[src/rtl/mem_access_ctrl.sv]
// Initiator-side controller for the 16-bit main memory.
// Single-word writes and pipelined burst reads over a req/ack handshake.
module mem_access_ctrl #(
  parameter int MEM_DEPTH = 16384,
  parameter int MAX_BURST = 8
) (
  input  logic        clk,
  input  logic        reset,
  input  logic        req,
  input  logic        we,
  input  logic [15:0] addr,
  input  logic [15:0] wdata,
  input  logic [3:0]  burst_len,
  output logic        busy,
  output logic        ack,
  output logic        err,
  output logic        rvalid,
  output logic [15:0] rdata,
  output logic [15:0] mem_addr,
  output logic [15:0] mem_wdata,
  output logic        mem_we,
  input  logic [15:0] mem_rdata
);

  typedef enum logic [2:0] {
    IDLE,
    WRITE,
    READ,
    DRAIN,
    DONE
  } state_t;

  state_t      state_q;
  logic [3:0]  rem_q;
  logic        first_q;
  logic        ack_q;
  logic        err_q;
  logic        rvalid_q;
  logic [15:0] rdata_q;
  logic [15:0] mem_addr_q;
  logic [15:0] mem_wdata_q;
  logic        mem_we_q;

  logic [16:0] end_addr;
  logic [4:0]  blen1;
  logic        addr_bad;
  logic        rd_bad;
  logic        req_bad;

  // End address kept in 17 bits so a wrap past 0xFFFF still counts as out of range
  assign end_addr = {1'b0, addr} + {13'b0, burst_len};
  assign blen1    = {1'b0, burst_len} + 5'd1;
  assign addr_bad = {1'b0, addr} >= 17'(MEM_DEPTH);
  assign rd_bad   = (end_addr >= 17'(MEM_DEPTH))
                  || (blen1 > 5'(MAX_BURST));
  assign req_bad  = addr_bad || (!we && rd_bad);

  always_ff @(posedge clk or negedge reset) begin
    if (!reset) begin
      state_q     <= IDLE;
      rem_q       <= '0;
      first_q     <= 1'b0;
      ack_q       <= 1'b0;
      err_q       <= 1'b0;
      rvalid_q    <= 1'b0;
      rdata_q     <= '0;
      mem_addr_q  <= '0;
      mem_wdata_q <= '0;
      mem_we_q    <= 1'b0;
    end else begin
      ack_q    <= 1'b0;
      err_q    <= 1'b0;
      rvalid_q <= 1'b0;
      unique case (state_q)
        IDLE: begin
          if (req) begin
            if (req_bad) begin
              state_q <= DONE;
            end else if (we) begin
              mem_addr_q  <= addr;
              mem_wdata_q <= wdata;
              mem_we_q    <= 1'b1;
              state_q     <= WRITE;
            end else begin
              mem_addr_q <= addr;
              mem_we_q   <= 1'b0;
              rem_q      <= burst_len;
              first_q    <= 1'b1;
              state_q    <= READ;
            end
          end
        end
        WRITE: begin
          mem_we_q <= 1'b0;
          ack_q    <= 1'b1;
          state_q  <= IDLE;
        end
        READ: begin
          first_q <= 1'b0;
          // Memory data lags the address by one edge, so skip the first edge
          if (!first_q) begin
            rdata_q  <= mem_rdata;
            rvalid_q <= 1'b1;
          end
          if (rem_q != 4'd0) begin
            mem_addr_q <= mem_addr_q + 16'd1;
            rem_q      <= rem_q - 4'd1;
          end else begin
            state_q <= DRAIN;
          end
        end
        DRAIN: begin
          rdata_q  <= mem_rdata;
          rvalid_q <= 1'b1;
          ack_q    <= 1'b1;
          state_q  <= IDLE;
        end
        DONE: begin
          ack_q   <= 1'b1;
          err_q   <= 1'b1;
          state_q <= IDLE;
        end
        default: state_q <= IDLE;
      endcase
    end
  end

  assign busy      = (state_q != IDLE);
  assign ack       = ack_q;
  assign err       = err_q;
  assign rvalid    = rvalid_q;
  assign rdata     = rdata_q;
  assign mem_addr  = mem_addr_q;
  assign mem_wdata = mem_wdata_q;
  assign mem_we    = mem_we_q;

endmodule

[config.mk]
export PLATFORM = sky130hd
export DESIGN_NAME = mem_access_ctrl
export DESIGN_NICKNAME = d
export VERILOG_FILES = /design/src/rtl/mem_access_ctrl.sv
export SDC_FILE = /design/constraint.sdc
export NUM_CORES = 1
export LEC_CHECK = 0
export ABC_AREA = 1
export BUFFER_PORTS_ARGS = -buffer_cell sky130_fd_sc_hd__buf_2
export CAP_MARGIN = 5
export CORE_AREA = 3 3 81 83
export CTS_CLUSTER_SIZE = 25
export DETAILED_ROUTE_END_ITERATION = 6
export DIE_AREA = 0 0 84 86
export PLACE_DENSITY_LB_ADDON = 0.08
export SYNTH_ARGS = -nofsm -noshare
export SYNTH_HDL_FRONTEND = slang
export SYNTH_SLANG_ARGS = --single-unit
export TNS_END_PERCENT = 100
[constraint.sdc]
create_clock -name clk -period 4.6 [get_ports clk]
set_input_delay 0.92 -clock clk [delete_from_list [all_inputs] [get_ports clk]]
set_output_delay 0.92 -clock clk [all_outputs]
set_load 0.05 [all_outputs]
==> flow_summary.ini, run 1 <==
[placed_design]
hpwl_mm = 5.72
io_buffers = 108
dpl_worst_slack_ns = 1.48
gp_congestion = 0.864
postPlaceCellArea_mm2 = 0.00377

[final_layout]
utilization = 0.669
diodes = 0
drive_gt1_frac = 0.316
syn_to_final_growth_pct = 24.3
multiInputGateArea_mm2 = 0.00153
regArea_mm2 = 0.00150
design_area_mm2 = 0.00396
nets = 552
nFillCells = 530

[global_route]
grt_max_degree = 61
grt_pass1_wl_mm = 13.1
groute.usage.overall = 0.227
antenna_found_initial = 0
grt_remaining_overflow = 0
grt_pass1_vias = 2856

[critical_path]
critical_path.max_fanout = 21
required_ns = 4.84
endpoint_kind = flip-flop
r2r_slack_ns = 2.34
crit_arrival_ns = 3.01
worst-setup-path-type = input pin to flip-flop
cp-start-kind = input pin

[sta]
finalHoldViolCount = 0
worst_pin_slew_ns = 1.06
rsz0062_at_grt = no
final.setup.tns_ns = 0
clock-skew-final_ns = 0.0129
setup_violations = 0
fin_crit_sh = 0.601
worst_slack_ns = 1.84
slew_headroom = 0.290
slew_violations = 0
fmax_mhz = 362
timing.hold.ws_ns = 0.469
min_period_ns = 2.76

[clocking]
htreeDepth = 3
path_clk_slew_ns = 0.07
clkLatencyLatePin_ns = 0.33
clock_sinks = 60
cts_tree = done
hold_buffers = 0
cts_root_buffer = clkbuf_8
cts_resized = 0
cts_setup_buffers = 0
numCtsBuffers = 9
ctsLongestPathBuffers = 2

[logic_synthesis]
ys_top_cells_by_area = dfrtp_1, nand2_1, nand3_1, mux2_4, nor2_1
synth-seq-cells = 60
ys_warn_count = 0
syn_area_per_cell_um2 = 8.41
synth_cell_types = 37
synth_top_area_frac = 0.471
seq_area_frac_synth = 0.471
syn-cell-area_mm2 = 0.00319
synth_cells = 379
yosysTopAreaCell = dfrtp_1
synth_nets = 442

[floorplanning]
dieWidth_um = 84
fp.dieArea_mm2 = 0.00722
fp.coreArea_mm2 = 0.00592
start_util = 0.538
pin_count = 109
die_h_um = 86
num_rows = 28

[status]
outcome = finished, final reports clean

[pwr]
power_leakage_nw = 2.26
power.density_mw_per_mm2 = 820
ir_drop_mv = 0.533

[drt]
drc = 0
dr.pass1.iters = 5
vias = 2905
initialDrtViolationCount = 142
ant_nets = 0
wire_per_inst_um = 13.7
route.final.wire_length_mm = 7.78
viasPerCell = 5.11

[min_path]
hold_path_class = flip-flop to flip-flop

[job]
cap_violations = 0
-- placed cells by master (no fill, tap or decap), types with 2 or more instances in the layout --
| master | netlist | layout |
|---|---|---|
| ha_1 | 6 | 6 |
| o21ai_0 | 11 | 11 |
| clkbuf_1 | 1 | 2 |
| mux2i_1 | 3 | 3 |
| dfrtp_1 | 60 | 60 |
| mux2_4 | 9 | 9 |
| xor2_1 | 2 | 2 |
| buf_2 | 6 | 108 |
| or2_2 | 3 | 3 |
| nand4_1 | 10 | 10 |
| mux2_2 | 7 | 7 |
| xnor2_1 | 4 | 4 |
| o21bai_1 | 2 | 2 |
| nand2_1 | 139 | 139 |
| inv_2 | 3 | 3 |
| nor2_1 | 29 | 29 |
| clkinv_2 | 0 | 2 |
| nor3_1 | 4 | 4 |
| o21ai_1 | 4 | 4 |
| nand2_2 | 4 | 4 |
| inv_1 | 23 | 23 |
| clkbuf_8 | 0 | 10 |
| a21oi_1 | 4 | 4 |
| nand2_4 | 2 | 2 |
| nand3_1 | 28 | 28 |
-- kinds of logic (layout without fill, tap and decap cells) --
group	after synthesis	count (layout)	synth area share
adders and majority gates	7	7	0.0298
xor gates and xnor gates	6	6	0.0165
buffers and inverters	36	151	0.0495
AOI/OAI and AO/OA	27	27	0.0530
DFF	60	60	0.471
and+or+nand+nor	224	224	0.303
muxes	19	19	0.0766
-- path summary, 6_finish.rpt --
check | startpoint | to | depth (start not counted)
worst max register to register | state_q[2] | mem_addr[8] | 7
worst max-delay path | addr[0] | mem_addr[8] | 13
max in group asynchronous | reset | mem_addr[0] | 2
worst min register to register | rdata[2] | rdata[2] | 2
min in group asynchronous | reset | mem_addr[3] | 2
worst min-delay path | rdata[2] | rdata[2] | 2
-- report_power, final --
group | total [mW] | internal, mW | switching [mW]
registers | 0.985 | 0.779 | 0.206
logic | 1.80 | 0.462 | 1.34
clock network | 0.464 | 0.265 | 0.200
total | 3.25 | 1.51 | 1.74
-- final cells by class --
type,count,share of cell area
timing repair buffer,109,0.138
tap,75,0.0237
sequential,60,0.379
multi-input combinational,283,0.386
clock buffer,12,0.0366
inverter,26,0.0246
clock inverter,4,0.0123
-- synth_stat cells (all sizes together) --
cell type	count
dfrtp	60
nor3	5
mux2i	3
nand4	10
o21bai	2
a22oi	1
nand3	28
ha	6
a21o	1
o21ai	16
nand3b	1
nor2b	1
a211oi	1
mux2	16
buf	9
a21boi	1
or2	3
nor2	31
inv	26
xnor2	4
a21oi	4
fa	1
o31ai	1
nand2	145
clkbuf	1
xor2	2
-- worst max-delay path: stages --
cell	delay (ns)
buf_2	0.11
ha_1	0.22
fa_1	0.36
nand3_1	0.08
nor2b_1	0.12
nor2_1	0.05
nor2_1	0.08
nand2_1	0.05
nand2_1	0.07
nand2_1	0.06
nand2_2	0.30
nand2_2	0.33
o21ai_0	0.26
-- through the flow --
stage                     std cells  total power, mW
after floorplan                 379             2.38
after global placement          553             2.76
after detailed placement        553             2.80
after CTS                       569             3.28
after global routing            569             3.47
final                           569             3.25
-- routing by layer --
layer / routed length (um) / up-vias / GRT usage
met4: 51 / 0 / 0.0658
met2: 3850 / 99 / 0.375
met1: 3370 / 1349 / 0.294
li1: - / 1453 / -
met3: 503 / 4 / 0.0624
met5: 0 / - / 0
-- state kept, by name, indices dropped and copies added (netlist names) --
signal	count
rem_q	4
rvalid	1
state_q	3
rdata	16
ack	1
err	1
first_q	1
mem_wdata	16
mem_addr	16
mem_we	1
(Power assumes the default switching activity.)
==> run 2: changes to the inputs <==
- CORE_AREA: 3 3 81 83 -> 3 3 89 91
- DIE_AREA: 0 0 84 86 -> 0 0 92 94
- clock period: 4.6 -> 2.3 ns (I/O delays scaled with it)
==> flow_summary.ini, run 2 (same netlist as run 1, synthesis figures left out) <==
[status]
outcome = finished, final reports clean

[global_route]
grt_pass1_wl_mm = 13.1
groute.usage.overall = 0.190
grt_remaining_overflow = 0
grt_pass1_vias = 2734
grt_max_degree = 61
antenna_found_initial = 0

[clocking]
cts_tree = done
cts_resized = 0
cts_root_buffer = clkbuf_8
clkLatencyLatePin_ns = 0.33
clock_sinks = 60
htreeDepth = 3
hold_buffers = 0
path_clk_slew_ns = 0.07
ctsLongestPathBuffers = 2
numCtsBuffers = 9
cts_setup_buffers = 0

[placed_design]
hpwl_mm = 5.73
io_buffers = 108
gp_congestion = 0.844
dp_cells = 586

[critical_path]
crit_arrival_ns = 2.16
endpoint_kind = flip-flop
required_ns = 2.52
r2r-end = mem_addr[4]
worst-setup-path-type = input pin to flip-flop
cp-start-kind = input pin
r2r-start = state_q[2]
critical_path.max_fanout = 4
cp-startpoint = addr[0]
crit_end = rem_q[1]
worst-r2r-cell-count = 9
r2r_slack_ns = 0.54

[floorplanning]
fp.dieArea_mm2 = 0.00865
fp.coreArea_mm2 = 0.00721
start_util = 0.442
dieWidth_um = 92
pin_count = 109
die_h_um = 94
num_rows = 31

[final_layout]
final_cells = 601
mostFrequentLayoutCells = nand2_1, buf_2, dfrtp_1
final_common_cell = nand2_1
drive_gt1_frac = 0.331
utilization = 0.567
nets = 561
syn_to_final_growth_pct = 28.4
diodes = 0

[sta]
clock-skew-final_ns = 0.00545
slew_headroom = 0.680
worst_pin_slew_ns = 0.480
final.setup.tns_ns = 0
setup_violations = 0
rsz0062_at_grt = no
slew_violations = 0
fin_crit_sh = 0.844
min_period_ns = 1.94
fmax_mhz = 515
finalHoldViolCount = 0

[drt]
ant_nets = 0
route.final.wire_length_mm = 7.88
wire_per_inst_um = 13.1
drc = 0
initialDrtViolationCount = 100
vias = 2886
dr.pass1.iters = 4
viasPerCell = 4.80

[pwr]
power.density_mw_per_mm2 = 1620
netSwitchingPower_mw = 3.51
ir_drop_mv = 0.888
pwr-share-clk = 0.146
netSwitchingFraction = 0.528
combPwrFrac = 0.559
pwr-share-seq = 0.295
p_int_mw = 3.14
power_leakage_nw = 2.31

[job]
cap_violations = 0

[min_path]
hold_path_class = input pin to asynchronous set/reset pin
## run 2: worst min-delay path by stage
| stage | end | depth (start not counted) |
|---|---|---|
| 2_1_floorplan | ack | 0 |
| 3_5_place_dp | rdata[6] | 2 |
| 6_report | mem_addr[9] | 2 |
| 4_1_cts | mem_addr[9] | 2 |
| 3_3_place_gp | rdata[9] | 2 |
| 5_1_grt | mem_addr[4] | 2 |
## run 2: layout make-up
| cell class | count | area [um2] |
|---|---|---|
| flip-flops and latches | 60 | 1500 |
| inverters | 26 | 97.6 |
| clock inverters | 4 | 48.8 |
| multi-input cells | 283 | 1530 |
| fillers | 707 | 3120 |
| repair buffers | 118 | 641 |
| well taps | 99 | 124 |
| clock buffers | 11 | 151 |
## run 2: stage by stage
| step | hold slack, ns | cell area (um2) | power [mW] | worst slack (ns) |
|---|---|---|---|---|
| global route | 0.133 | 4090 | 7.09 | 0.164 |
| CTS | 0.132 | 4090 | 6.72 | 0.355 |
| finish | 0.117 | 4090 | 6.65 | 0.359 |
| floorplan | 0.164 | 3190 | 4.75 | 0.208 |
| global placement | 0.449 | 3890 | 5.67 | 0.0527 |
| detailed placement | 0.453 | 3890 | 5.72 | 0.00188 |
## run 2: per-layer routing
metal  up-vias  wire [um]  track usage
li1       1464          -            -
met1      1337       3560        0.248
met2        81       3790        0.306
met3         4        471       0.0561
met4         0         61       0.0569
met5         -          0            0
## run 2: power by group through the flow
stage	clock network, mW	registers [mW]	logic (mW)
detailed placement	0	1.98	3.75
CTS	1.00	1.96	3.75
global route	1.05	2.03	4.01
floorplan	0	3.45	1.31
global placement	0	1.97	3.71
finish	0.973	1.96	3.71
## run 2: critical path, stage by stage
cell	delay, ns
buf_2	0.10
ha_1	0.21
fa_1	0.37
nand3_1	0.08
nor2b_1	0.13
nor2_1	0.05
nor2_1	0.08
nand2_1	0.05
nand2_1	0.07
nand2_1	0.06
nand2_2	0.09
buf_4	0.12
nand3_1	0.12
nand2_1	0.09
nand2_1	0.05
